==> config.mk <==
export PLATFORM = sky130hd
export DESIGN_NAME = uart_rx_ctrl
export DESIGN_NICKNAME = d
export VERILOG_FILES = /design/src/rtl/uart_rx_ctrl.sv
export SDC_FILE = /design/constraint.sdc
export NUM_CORES = 1
export LEC_CHECK = 0
export CORE_ASPECT_RATIO = 1.75
export CORE_UTILIZATION = 35
export CTS_CLUSTER_SIZE = 25
export DETAILED_ROUTE_END_ITERATION = 8
export GPL_TIMING_DRIVEN = 1
export PLACE_DENSITY = 0.5
export SETUP_SLACK_MARGIN = 0.4
export SYNTH_ARGS = -nofsm -noshare
export SYNTH_HDL_FRONTEND = slang
export SYNTH_SLANG_ARGS = --single-unit
==> constraint.sdc <==
create_clock -name clk_i -period 4.12 [get_ports clk_i]
set_input_delay 0.618 -clock clk_i [delete_from_list [all_inputs] [get_ports clk_i]]
set_output_delay 0.618 -clock clk_i [all_outputs]
set_load 0.05 [all_outputs]
==> src/rtl/uart_rx_ctrl.sv <==
// UART receive sequencer: centres on the start bit, steps the core once per bit, checks the stop bit.
// Received bytes land in a show-ahead FIFO: data is visible the cycle after a push, and a push into a full FIFO is dropped unless a pop happens in the same cycle.
module uart_rx_ctrl #(
  parameter int DataWidth = 8,
  parameter int Depth     = 8,
  parameter int DivWidth  = 16
) (
  input  logic                     clk_i,
  input  logic                     rst_i,
  input  logic                     en_i,
  input  logic [DivWidth-1:0]      divisor_i,
  input  logic                     rxd_i,
  output logic                     baud_tick_o,
  input  logic                     rx_dv_i,
  input  logic [DataWidth-1:0]     rx_data_i,
  output logic                     rd_valid_o,
  input  logic                     rd_ready_i,
  output logic [DataWidth-1:0]     rd_data_o,
  output logic [$clog2(Depth):0]   level_o,
  input  logic                     flush_i,
  input  logic                     clr_err_i,
  output logic                     overrun_o,
  output logic                     framing_err_o
);

  localparam int PtrW = $clog2(Depth);
  localparam int LvlW = PtrW + 1;
  localparam int IdxW = $clog2(DataWidth + 1);
  localparam logic [DivWidth-1:0] MinDiv = DivWidth'(4);
  localparam logic [DivWidth-1:0] DivOne = DivWidth'(1);
  localparam logic [IdxW-1:0]     StopIdx = IdxW'(DataWidth);
  localparam logic [IdxW-1:0]     IdxOne = IdxW'(1);
  localparam logic [LvlW-1:0]     LvlFull = LvlW'(Depth);
  localparam logic [LvlW-1:0]     LvlOne = LvlW'(1);
  localparam logic [PtrW-1:0]     PtrOne = PtrW'(1);

  typedef enum logic [1:0] {Idle, StartWait, Bits} state_e;

  state_e              state_q, state_d;
  logic [DivWidth-1:0] cnt_q, cnt_d, div_q, div_d, div_sel;
  logic [IdxW-1:0]     idx_q, idx_d;
  logic                rxd_meta, rxd_s, rxd_d;
  logic                tick, stop_err;

  logic [DataWidth-1:0] mem [Depth];
  logic [PtrW-1:0]      wr_ptr_q, rd_ptr_q;
  logic [LvlW-1:0]      level_q;
  logic                 overrun_q, framing_q;
  logic                 full, pop, push, ovr_set;

  // Two-flop sync plus one delay stage; mirrors the core so both see the same edge.
  always_ff @(posedge clk_i or posedge rst_i) begin
    if (rst_i) begin
      rxd_meta <= 1'b1;
      rxd_s    <= 1'b1;
      rxd_d    <= 1'b1;
    end else begin
      rxd_meta <= rxd_i;
      rxd_s    <= rxd_meta;
      rxd_d    <= rxd_s;
    end
  end

  always_ff @(posedge clk_i or posedge rst_i) begin
    if (rst_i) begin
      state_q <= Idle;
      cnt_q   <= '0;
      div_q   <= '0;
      idx_q   <= '0;
    end else begin
      state_q <= state_d;
      cnt_q   <= cnt_d;
      div_q   <= div_d;
      idx_q   <= idx_d;
    end
  end

  always_comb begin
    state_d  = state_q;
    cnt_d    = cnt_q;
    div_d    = div_q;
    idx_d    = idx_q;
    tick     = 1'b0;
    stop_err = 1'b0;
    div_sel  = (divisor_i < MinDiv) ? MinDiv : divisor_i;
    case (state_q)
      Idle: begin
        if (en_i && rxd_d && !rxd_s) begin
          div_d   = div_sel;
          cnt_d   = (div_sel >> 1) - DivOne;
          state_d = StartWait;
        end
      end
      StartWait: begin
        if (cnt_q == '0) begin
          // Tick fires even on a glitch so the core samples the high line and stays idle.
          tick = 1'b1;
          if (!rxd_s) begin
            cnt_d   = div_q - DivOne;
            idx_d   = '0;
            state_d = Bits;
          end else begin
            state_d = Idle;
          end
        end else begin
          cnt_d = cnt_q - DivOne;
        end
      end
      Bits: begin
        if (cnt_q == '0) begin
          tick = 1'b1;
          if (idx_q == StopIdx) begin
            stop_err = !rxd_s;
            state_d  = Idle;
          end else begin
            cnt_d = div_q - DivOne;
            idx_d = idx_q + IdxOne;
          end
        end else begin
          cnt_d = cnt_q - DivOne;
        end
      end
      default: state_d = Idle;
    endcase
  end

  assign baud_tick_o = tick;

  assign full    = (level_q == LvlFull);
  assign pop     = rd_valid_o && rd_ready_i;
  assign push    = rx_dv_i && (!full || pop);
  assign ovr_set = rx_dv_i && full && !pop && !flush_i;

  always_ff @(posedge clk_i or posedge rst_i) begin
    if (rst_i) begin
      wr_ptr_q <= '0;
      rd_ptr_q <= '0;
      level_q  <= '0;
    end else if (flush_i) begin
      wr_ptr_q <= '0;
      rd_ptr_q <= '0;
      level_q  <= '0;
    end else begin
      if (push) wr_ptr_q <= wr_ptr_q + PtrOne;
      if (pop)  rd_ptr_q <= rd_ptr_q + PtrOne;
      if (push && !pop)      level_q <= level_q + LvlOne;
      else if (pop && !push) level_q <= level_q - LvlOne;
    end
  end

  always_ff @(posedge clk_i) begin
    if (push && !flush_i) mem[wr_ptr_q] <= rx_data_i;
  end

  // Set events take priority over a same-cycle clear.
  always_ff @(posedge clk_i or posedge rst_i) begin
    if (rst_i) begin
      overrun_q <= 1'b0;
      framing_q <= 1'b0;
    end else begin
      if (ovr_set)        overrun_q <= 1'b1;
      else if (clr_err_i) overrun_q <= 1'b0;
      if (stop_err)       framing_q <= 1'b1;
      else if (clr_err_i) framing_q <= 1'b0;
    end
  end

  assign rd_valid_o    = (level_q != '0);
  assign rd_data_o     = rd_valid_o ? mem[rd_ptr_q] : '0;
  assign level_o       = level_q;
  assign overrun_o     = overrun_q;
  assign framing_err_o = framing_q;

endmodule

==> impl_metrics.ini <==
[placement]
gp_congestion = 0.854
port_buffers = 47
dp_hpwl_um = 10000

[synth]
synth_warnings = 0
yosysTopAreaCellShare = 0.339
synthCells = 460
ys_ff_latch = 117
avgSynthCellArea_um2 = 12.3
synth_ff_type = edfxtp_1
synthesis.nets = 503
synth_cell_type_count = 62
ys_seq_area_frac = 0.574
synth_area_leaders = edfxtp_1, dfrtp_1, mux4_2
yosysTopAreaCell = edfxtp_1
syn_area_mm2 = 0.00566
async_flop_share = 0.453
synth-edff-count = 64

[timing]
rsz0062_at_grt = no
fin_skew_ps = 10.7
finalCriticalPeriod_ps = 3560
finalCritPeriodShare = 0.864
finalSetupViolations = 0
report.final.slew_viol_count = 0
hold_viol_final = 0
worst_pin_slew_ps = 910
fin_hold_ws_ps = 355
slew_headroom = 0.391
fmax_mhz = 281
setup_tns_ps = 0

[worst_setup_path]
critPathCaptureType = output port
path_cells = nor4_2 -> buf_4 -> and2_1 -> and3_2 -> clkdlybuf4s50_1
crit_path_max_incr_delay_ps = 840
critPathArrivalTime_ps = 2940
required_ps = 3500
start_kind = register
cp_slowest_cell = clkdlybuf4s50_1
critPathMaxFanout = 10
crit_family = simple AND/OR/NAND/NOR gates
path_buf_inv = 2
critical_path_class = reg2out

[job]
drv_cap = 0

[clock_network]
cts_setup_buffers = 0
numCtsBuffers = 17
clkSinkCount = 117
worstSkewPairLatency_ps = 410
cts_root_buf = clkbuf_16
clock_path_buffers = 2
clk_pin_slew_worst_paths_ps = 60
tritoncts = yes
cts_max_level = 4

[final_layout]
syn_to_final_growth_pct = 24.6
final_cell_mix = edfxtp_1, dfrtp_1, clkdlybuf4s50_1
num_antenna_cells = 0
drive_gt1_frac = 0.181
nNetsFinal = 572
final_util = 0.444
final_common_cell = edfxtp_1

[pwr]
leakage_nw = 2.60
cellPowerDensity_mw_per_mm2 = 749
sequentialPowerShare = 0.321
power_frac_comb = 0.394
clock_power_share = 0.285
totalPowerFinal_w = 0.00528
p_sw_w = 0.00205
p_int_w = 0.00323
switching_share = 0.389
ir_drop_mv = 0.277

[route]
via_per_inst = 5.41
drt_iter0_markers = 121
drt.antenna.violating_nets = 0
post_drt_wl_per_cell_um = 18.7
dr.pass1.iters = 6
drc_errors = 2
vias = 3955
drt-total-wl_um = 13600

[floorplan]
rows = 61
initial_core_util = 0.357
ios = 48
die_x_um = 98.2
dieArea_mm2 = 0.0167
die_h_um = 170
core_area_mm2 = 0.0159

[global_routing]
grt_pass1_wl_um = 22000
grt.total_usage = 0.178
grt_start_max_net_pins = 39
antenna_found_initial = 0
grt_pass1_vias = 4224
grt_overflow = 0

[min_path]
min_path_type = reg2reg

[run_status]
status = finished, violations left
violations = design-rule violations
==> final cells by class <==
| cell class | instances | area [µm²] |
|---|---|---|
| Inverter | 17 | 63.8 |
| Clock inverter | 15 | 179 |
| Fill cell | 1490 | 8820 |
| Multi-Input combinational cell | 308 | 2270 |
| Sequential cell | 117 | 3250 |
| Tap cell | 189 | 236 |
| Timing Repair Buffer | 68 | 628 |
| Clock buffer | 17 | 425 |
==> kinds of logic after synthesis <==
logic type / after synthesis / share of synthesized area
xor gates and xnor gates: 19 / 0.0294
adders and majority gates: 11 / 0.0256
buffers and inverters: 35 / 0.0261
AOI/OAI and AO/OA: 82 / 0.0928
DFF: 117 / 0.574
muxes: 44 / 0.117
and+or+nand+nor: 152 / 0.135
==> stage by stage <==
| stage | area [µm²] | worst slack, ps | cells |
|---|---|---|---|
| 6_report | 7060 | 559 | 731 |
| 5_1_grt | 7060 | 417 | 731 |
| 3_3_place_gp | 6440 | 342 | 699 |
| 2_1_floorplan | 5660 | 903 | 460 |
| 4_1_cts | 7050 | 540 | 731 |
| 3_5_place_dp | 6440 | 307 | 699 |
==> cell usage after synthesis (3+ instances only) <==
library cell and number:
a211oi_1 4, a21oi_1 21, a31oi_1 5, and3_1 3, buf_1 4, buf_2 4, clkbuf_1 8, dfrtp_1 50
dfstp_2 3, edfxtp_1 64, ha_1 10, inv_1 16, mux2_2 16, mux2i_1 12, mux4_2 16, nand2_1 35
nand2b_1 5, nand3_1 15, nand3b_1 3, nand4_1 4, nand4b_1 4, nor2_1 46, nor2b_1 4, nor3_1 11
nor4_1 5, o21ai_0 26, o31ai_1 4, or3_1 4, xnor2_1 10, xor2_1 9
==> worst register-to-register path: stages, from the launching register on <==
cell	delay, ps
dfrtp_1	450
nor4_2	80
buf_4	160
and2_1	290
a311o_1	470
o21ai_0	110
ha_1	250
o21ai_0	110
a41oi_1	290
o2111ai_2	290
nor4_1	430
xnor2_1	170
o21ai_0	100
==> flip-flops by register name (all words and copies together) (netlist names) <==
register / cells
div_q: 16
mem: 64
cnt_q: 16
idx_q: 4
state_q: 2
framing_err_o: 1
rxd_s: 1
wr_ptr_q: 3
rxd_d: 1
overrun_o: 1
rd_ptr_q: 3
level_o: 4
rxd_meta: 1
==> worst paths after layout <==
path,start,endpoint,slack (ps),cells past startpoint
worst min-delay path,rxd_meta$_DFF_PP1_,rxd_s$_DFF_PP1_,350,0
min in group asynchronous,rst_i,framing_err_o$_DFFE_PP0P_,640,2
max in group asynchronous,rst_i,div_q[0]$_DFFE_PP0P_,2680,3
worst max-delay path,cnt_q[5]$_DFFE_PP0P_,baud_tick_o,560,5
worst min register to register,rxd_meta$_DFF_PP1_,rxd_s$_DFF_PP1_,350,0
worst max register to register,cnt_q[12]$_DFFE_PP0P_,cnt_q[14]$_DFFE_PP0P_,810,12
==> per-layer routing <==
layer / up-vias / track usage / routed length, µm
met3: 29 / 0.0345 / 373
met2: 92 / 0.339 / 7770
li1: 1868 / - / -
met5: - / 0 / 0
met1: 1966 / 0.177 / 5020
met4: 0 / 0.101 / 470
==> power groups by stage <==
stage          clock network (W)  registers, W  logic (W)
6_report                 0.00151       0.00169    0.00208
5_1_grt                  0.00159       0.00172    0.00230
4_1_cts                  0.00154       0.00169    0.00210
3_5_place_dp                   0       0.00171    0.00210
3_3_place_gp                   0       0.00172    0.00209
2_1_floorplan                  0       0.00167    0.00148
==> repair_timing <==
item	in CTS	in global routing
hold buffers	0	0
gates resized for setup	0	1
endpoints found under the setup margin	0	1
No activity file was read; power rests on OpenSTA's default activity.
